--- src/rtl/regularize_input.sv ---
// Front-panel input conditioner: edge detect, one-event arbitration, inactivity timer.
// Optional VM_INPUT_DEBOUNCE_EN inserts a per-bit debounce filter before edge detect.
module regularize_input #(
    parameter int NUM_ITEMS  = 4,
    parameter int NUM_COINS  = 3,
    parameter int TOTAL_BITS = 31,
    parameter int WAIT_TIME  = 100,
    parameter int COIN_VAL0  = 100,
    parameter int COIN_VAL1  = 500,
    parameter int COIN_VAL2  = 1000,
`ifdef VM_INPUT_DEBOUNCE_EN
    parameter int DEBOUNCE_CYCLES = 4,
`endif
    localparam int WAIT_BITS = $clog2(WAIT_TIME + 1)
) (
    input  logic                  clk,
    input  logic                  reset_n,
    input  logic [NUM_COINS-1:0]  i_input_coin,
    input  logic [NUM_ITEMS-1:0]  i_select_item,
    input  logic                  i_trigger_return,
    input  logic [NUM_ITEMS-1:0]  i_available_item,
    input  logic [TOTAL_BITS-1:0] i_current_total,
    output logic [NUM_COINS-1:0]  o_coin_evt,
    output logic [NUM_ITEMS-1:0]  o_select_evt,
    output logic [TOTAL_BITS-1:0] o_input_total,
    output logic                  o_return_changes,
    output logic [WAIT_BITS-1:0]  o_wait_time
);

    localparam int NB = NUM_COINS + NUM_ITEMS + 1;
    localparam logic [WAIT_BITS-1:0] WAIT_LOAD = WAIT_BITS'(WAIT_TIME);

    typedef enum logic [1:0] {
        ST_IDLE,
        ST_ACTIVE,
        ST_RETURN
    } state_t;

    state_t state, state_n;

    logic [NB-1:0] raw, s1, s2, filt, rise;
    logic [NUM_COINS-1:0] coin_rise, coin_oh, coin_n;
    logic [NUM_ITEMS-1:0] sel_rise, sel_oh, sel_n;
    logic [TOTAL_BITS-1:0] coin_val, total_n;
    logic [WAIT_BITS-1:0] wait_n;
    logic coin_hit, sel_hit, ret_rise;

    function automatic logic [TOTAL_BITS-1:0] coin_value(input int idx);
        case (idx)
            0:       return TOTAL_BITS'(COIN_VAL0);
            1:       return TOTAL_BITS'(COIN_VAL1);
            2:       return TOTAL_BITS'(COIN_VAL2);
            default: return '0;
        endcase
    endfunction

    assign raw = {i_trigger_return, i_select_item, i_input_coin};

    // History loads all-ones so a level held across reset release is not an edge
    always_ff @(posedge clk) begin
        if (!reset_n) begin
            s1 <= '1;
            s2 <= '1;
        end else begin
            s1 <= raw;
            s2 <= filt;
        end
    end

`ifdef VM_INPUT_DEBOUNCE_EN
    localparam int CB = $clog2(DEBOUNCE_CYCLES + 1);
    logic [CB-1:0] cnt [NB];

    always_ff @(posedge clk) begin
        if (!reset_n) begin
            filt <= '1;
            for (int i = 0; i < NB; i++) cnt[i] <= '0;
        end else begin
            for (int i = 0; i < NB; i++) begin
                if (s1[i] == filt[i]) begin
                    cnt[i] <= '0;
                end else if (cnt[i] == CB'(DEBOUNCE_CYCLES - 1)) begin
                    filt[i] <= s1[i];
                    cnt[i]  <= '0;
                end else begin
                    cnt[i] <= cnt[i] + 1'b1;
                end
            end
        end
    end
`else
    assign filt = s1;
`endif

    assign rise      = filt & ~s2;
    assign coin_rise = rise[NUM_COINS-1:0];
    assign sel_rise  = rise[NUM_COINS+NUM_ITEMS-1:NUM_COINS] & i_available_item;
    assign ret_rise  = rise[NB-1];
    assign coin_hit  = |coin_rise;
    assign sel_hit   = |sel_rise;

    // Lowest index wins: scan downwards so the last hit is the lowest
    always_comb begin
        coin_oh  = '0;
        coin_val = '0;
        sel_oh   = '0;
        for (int i = NUM_COINS - 1; i >= 0; i--) begin
            if (coin_rise[i]) begin
                coin_oh    = '0;
                coin_oh[i] = 1'b1;
                coin_val   = coin_value(i);
            end
        end
        for (int i = NUM_ITEMS - 1; i >= 0; i--) begin
            if (sel_rise[i]) begin
                sel_oh    = '0;
                sel_oh[i] = 1'b1;
            end
        end
    end

    always_comb begin
        state_n = state;
        wait_n  = o_wait_time;
        coin_n  = '0;
        sel_n   = '0;
        total_n = '0;
        unique case (state)
            ST_IDLE: begin
                wait_n = '0;
                if (coin_hit && !ret_rise) begin
                    coin_n  = coin_oh;
                    total_n = coin_val;
                    wait_n  = WAIT_LOAD;
                    state_n = ST_ACTIVE;
                end
            end
            ST_ACTIVE: begin
                if (ret_rise) begin
                    state_n = ST_RETURN;
                    wait_n  = '0;
                end else if (coin_hit) begin
                    coin_n  = coin_oh;
                    total_n = coin_val;
                    wait_n  = WAIT_LOAD;
                end else if (sel_hit) begin
                    sel_n  = sel_oh;
                    wait_n = WAIT_LOAD;
                end else if (o_wait_time == WAIT_BITS'(1)) begin
                    state_n = ST_RETURN;
                    wait_n  = '0;
                end else if (o_wait_time != '0) begin
                    wait_n = o_wait_time - 1'b1;
                end
            end
            ST_RETURN: begin
                wait_n = '0;
                if (i_current_total == '0) state_n = ST_IDLE;
            end
            default: begin
                state_n = ST_IDLE;
                wait_n  = '0;
            end
        endcase
    end

    always_ff @(posedge clk) begin
        if (!reset_n) begin
            state            <= ST_IDLE;
            o_coin_evt       <= '0;
            o_select_evt     <= '0;
            o_input_total    <= '0;
            o_return_changes <= 1'b0;
            o_wait_time      <= '0;
        end else begin
            state            <= state_n;
            o_coin_evt       <= coin_n;
            o_select_evt     <= sel_n;
            o_input_total    <= total_n;
            o_return_changes <= (state_n == ST_RETURN);
            o_wait_time      <= wait_n;
        end
    end

endmodule

--- config.mk ---
export PLATFORM = sky130hd
export DESIGN_NAME = regularize_input
export DESIGN_NICKNAME = d
export VERILOG_FILES = /design/src/rtl/regularize_input.sv
export SDC_FILE = /design/constraint.sdc
export NUM_CORES = 1
export LEC_CHECK = 0
export ABC_AREA = 1
export CAP_MARGIN = 30
export CORE_ASPECT_RATIO = 1.75
export CORE_MARGIN = 5
export CORE_UTILIZATION = 30
export DETAILED_ROUTE_END_ITERATION = 12
export GPL_ROUTABILITY_DRIVEN = 0
export PLACE_DENSITY_LB_ADDON = 0.12
export SYNTH_ARGS = -nofsm -noshare
export SYNTH_HDL_FRONTEND = slang
export SYNTH_SLANG_ARGS = --single-unit
export TNS_END_PERCENT = 10
--- constraint.sdc ---
create_clock -name clk -period 3.76 [get_ports clk]
set_input_delay 0.94 -clock clk [delete_from_list [all_inputs] [get_ports clk]]
set_output_delay 0.94 -clock clk [all_outputs]
set_load 0.02 [all_outputs]
==> impl_metrics.json <==
{
  "syn_area_mm2": 0.001884,
  "seq_area_frac_synth_pct": 38.25,
  "die_w_um": 69.91,
  "num_rows": 38,
  "power.leakage_nw": 1.169,
  "fp.dieH_um": 114.8,
  "cts.htree.levels": 2,
  "synth_area_per_cell_um2": 7.754,
  "drtAntennaViolNets": 0,
  "detailroute.via_count": 1585,
  "remaining_drc_errors": 0,
  "dr.pass1.iters": 4,
  "layout_common_cells": "clkdlybuf4s50_1 (67), nor2_1 (39), nand2_1 (36), dfxtp_1 (36)",
  "ys_seq_elements": 36,
  "synth_cell_types": 31,
  "cts_tree": "built",
  "cts-resized-gates": 0,
  "drive_gt1_share_pct": 15.16,
  "post_drt_wl_per_cell_um": 10.55,
  "cp_slowest_cell": "clkdlybuf4s50_1",
  "postCtsHoldBufs": 0,
  "core_mm2": 0.006181,
  "power_density_mw_per_mm2": 379.4,
  "synth_top_area_share_pct": 38.25,
  "cp-end-kind": "output pin",
  "setup_tns_ns": 0,
  "nets": 357,
  "cts_sinks": 36,
  "final_hold_viol_count": 0,
  "clk_path_buf_depth": 2,
  "diodes": 0,
  "clock_skew_ns": 0.003411,
  "dieArea_mm2": 0.008028,
  "io_buffers": 67,
  "mostFrequentLayoutCell": "clkdlybuf4s50_1",
  "antenna_found_initial": 0,
  "clk_latency_ns": 0.28,
  "crit_family": "buffers and inverters",
  "report.final.setup_viol": 0,
  "r2r_setup_slack_ns": 2.26,
  "path_class": "reg2out",
  "ys_warn_count": 0,
  "overflow": 0,
  "ir_drop_v": 0.0001783,
  "postCtsSetupBuffers": 0,
  "fin_crit_ns": 2.332,
  "cts_buffers": 5,
  "path_max_fanout": 6,
  "grt_pass1_vias": 1575,
  "num_io_pins": 91,
  "start_kind": "flip-flop",
  "grt_pass1_wl_um": 6630,
  "synth_area_leader_cell": "dfxtp_1",
  "area_growth_pct": 40.37,
  "rsz0062_at_grt": "false",
  "place_area_mm2": 0.002519,
  "dp_hpwl_um": 3501,
  "max_stage_delay_ns": 0.65,
  "cts_root_buf": "clkbuf_8",
  "via_per_inst": 4.064,
  "max_cap_violations": 0,
  "stdcell_area_mm2": 0.002645,
  "grt_use_total_pct": 10.51,
  "fin_cells": 390,
  "path_clk_slew_ns": 0.07,
  "finalMaxSlewViolations": 0,
  "initial_core_util_pct": 30.49,
  "fmax_mhz": 428.9,
  "grt_max_degree": 20,
  "cp_cell_sequence": "clkdlybuf4s50_1",
  "drtIter0Drc": 37,
  "status": "finished, final reports clean",
  "fin_crit_sh_pct": 62.01,
  "place_inst": 382,
  "synthCells": 243,
  "arrival_ns": 1.39,
  "final_core_util_pct": 42.79,
  "synthTopCellsByArea": "dfxtp_1 (38%), buf_4 (11%), nor2_1 (7.8%)",
  "drt_wl_total_um": 4114,
  "cp_num_buf_inv": 1,
  "critPathRequiredTime_ns": 2.82,
  "worstHoldPathType": "reg2reg",
  "whs_ns": 0.4464
}
flip-flops by register name, indices dropped and copies added, names as in the netlist:
name and flops:
s2 8, state 2, o_coin_evt 2, o_input_total 4, filt 8, o_wait_time 7
o_select_evt 4, o_return_changes 1
stage by stage:
stage	setup slack, ns	total power [mW]
floorplan	2.015	0.5816
global placement	1.305	0.6461
detailed placement	1.227	0.6475
CTS	1.407	1.020
global route	1.371	1.060
finish	1.428	1.003
Yosys cell counts:
library cell / n
a21oi_1: 9
a21oi_2: 1
buf_2: 1
buf_4: 28
clkbuf_1: 1
conb_1: 1
dfxtp_1: 36
ha_1: 3
inv_1: 23
inv_2: 1
nand2_1: 36
nand2_2: 6
nand2_4: 3
nand3_1: 12
nand3_2: 2
nand3b_1: 1
nand4_1: 3
nand4_4: 1
nor2_1: 39
nor2_2: 1
nor2_4: 7
nor2_8: 1
nor3_1: 4
nor3_2: 1
nor3b_1: 1
nor4_1: 1
o21ai_0: 1
o21bai_1: 1
or2_1: 1
or2_2: 15
xor2_1: 2
kinds of logic after synthesis:
| logic type | after synthesis | share of synthesized area, % |
|---|---|---|
| simple gates | 135 | 38.71 |
| buf+inv | 54 | 16.40 |
| flops | 36 | 38.25 |
| compound gates | 12 | 3.519 |
| fa+ha+maj | 3 | 1.992 |
| xor+xnor | 2 | 0.9298 |
| other cells | 1 | 0.1990 |
worst paths after layout:
path                                                  start                           to  cells after the start
worst max-delay path            o_wait_time[3]$_SDFFE_PN0P_               o_wait_time[3]                      1
worst min-delay path                     filt[7]$_SDFF_PN1_             s2[7]$_SDFF_PN1_                      1
worst max register to register  o_wait_time[0]$_SDFFE_PN0P_  o_wait_time[6]$_SDFFE_PN0P_                     10
worst min register to register           filt[7]$_SDFF_PN1_             s2[7]$_SDFF_PN1_                      1
power breakdown:
| group | leakage (nW) | switching (mW) | internal, mW | total [mW] |
|---|---|---|---|---|
| combinational | 0.809 | 0.121 | 0.103 | 0.224 |
| sequential | 0.295 | 0.0139 | 0.399 | 0.413 |
| clock | 0.0645 | 0.133 | 0.234 | 0.366 |
layout make-up:
cell class / count / area (µm²)
inverter: 24 / 90.09
clock buffer: 7 / 96.34
sequential: 36 / 720.7
clock inverter: 1 / 30.03
fill: 653 / 3536
tap: 80 / 100.1
timing repair buffer: 67 / 670.6
multi-input combinational: 175 / 937.1
layer usage:
metal	routed length, µm	global-route usage [%]
met4	89	6.266
met1	1398	9.149
met5	0	0
met2	2250	20.97
met3	375	2.625
(Power assumes the default switching activity.)
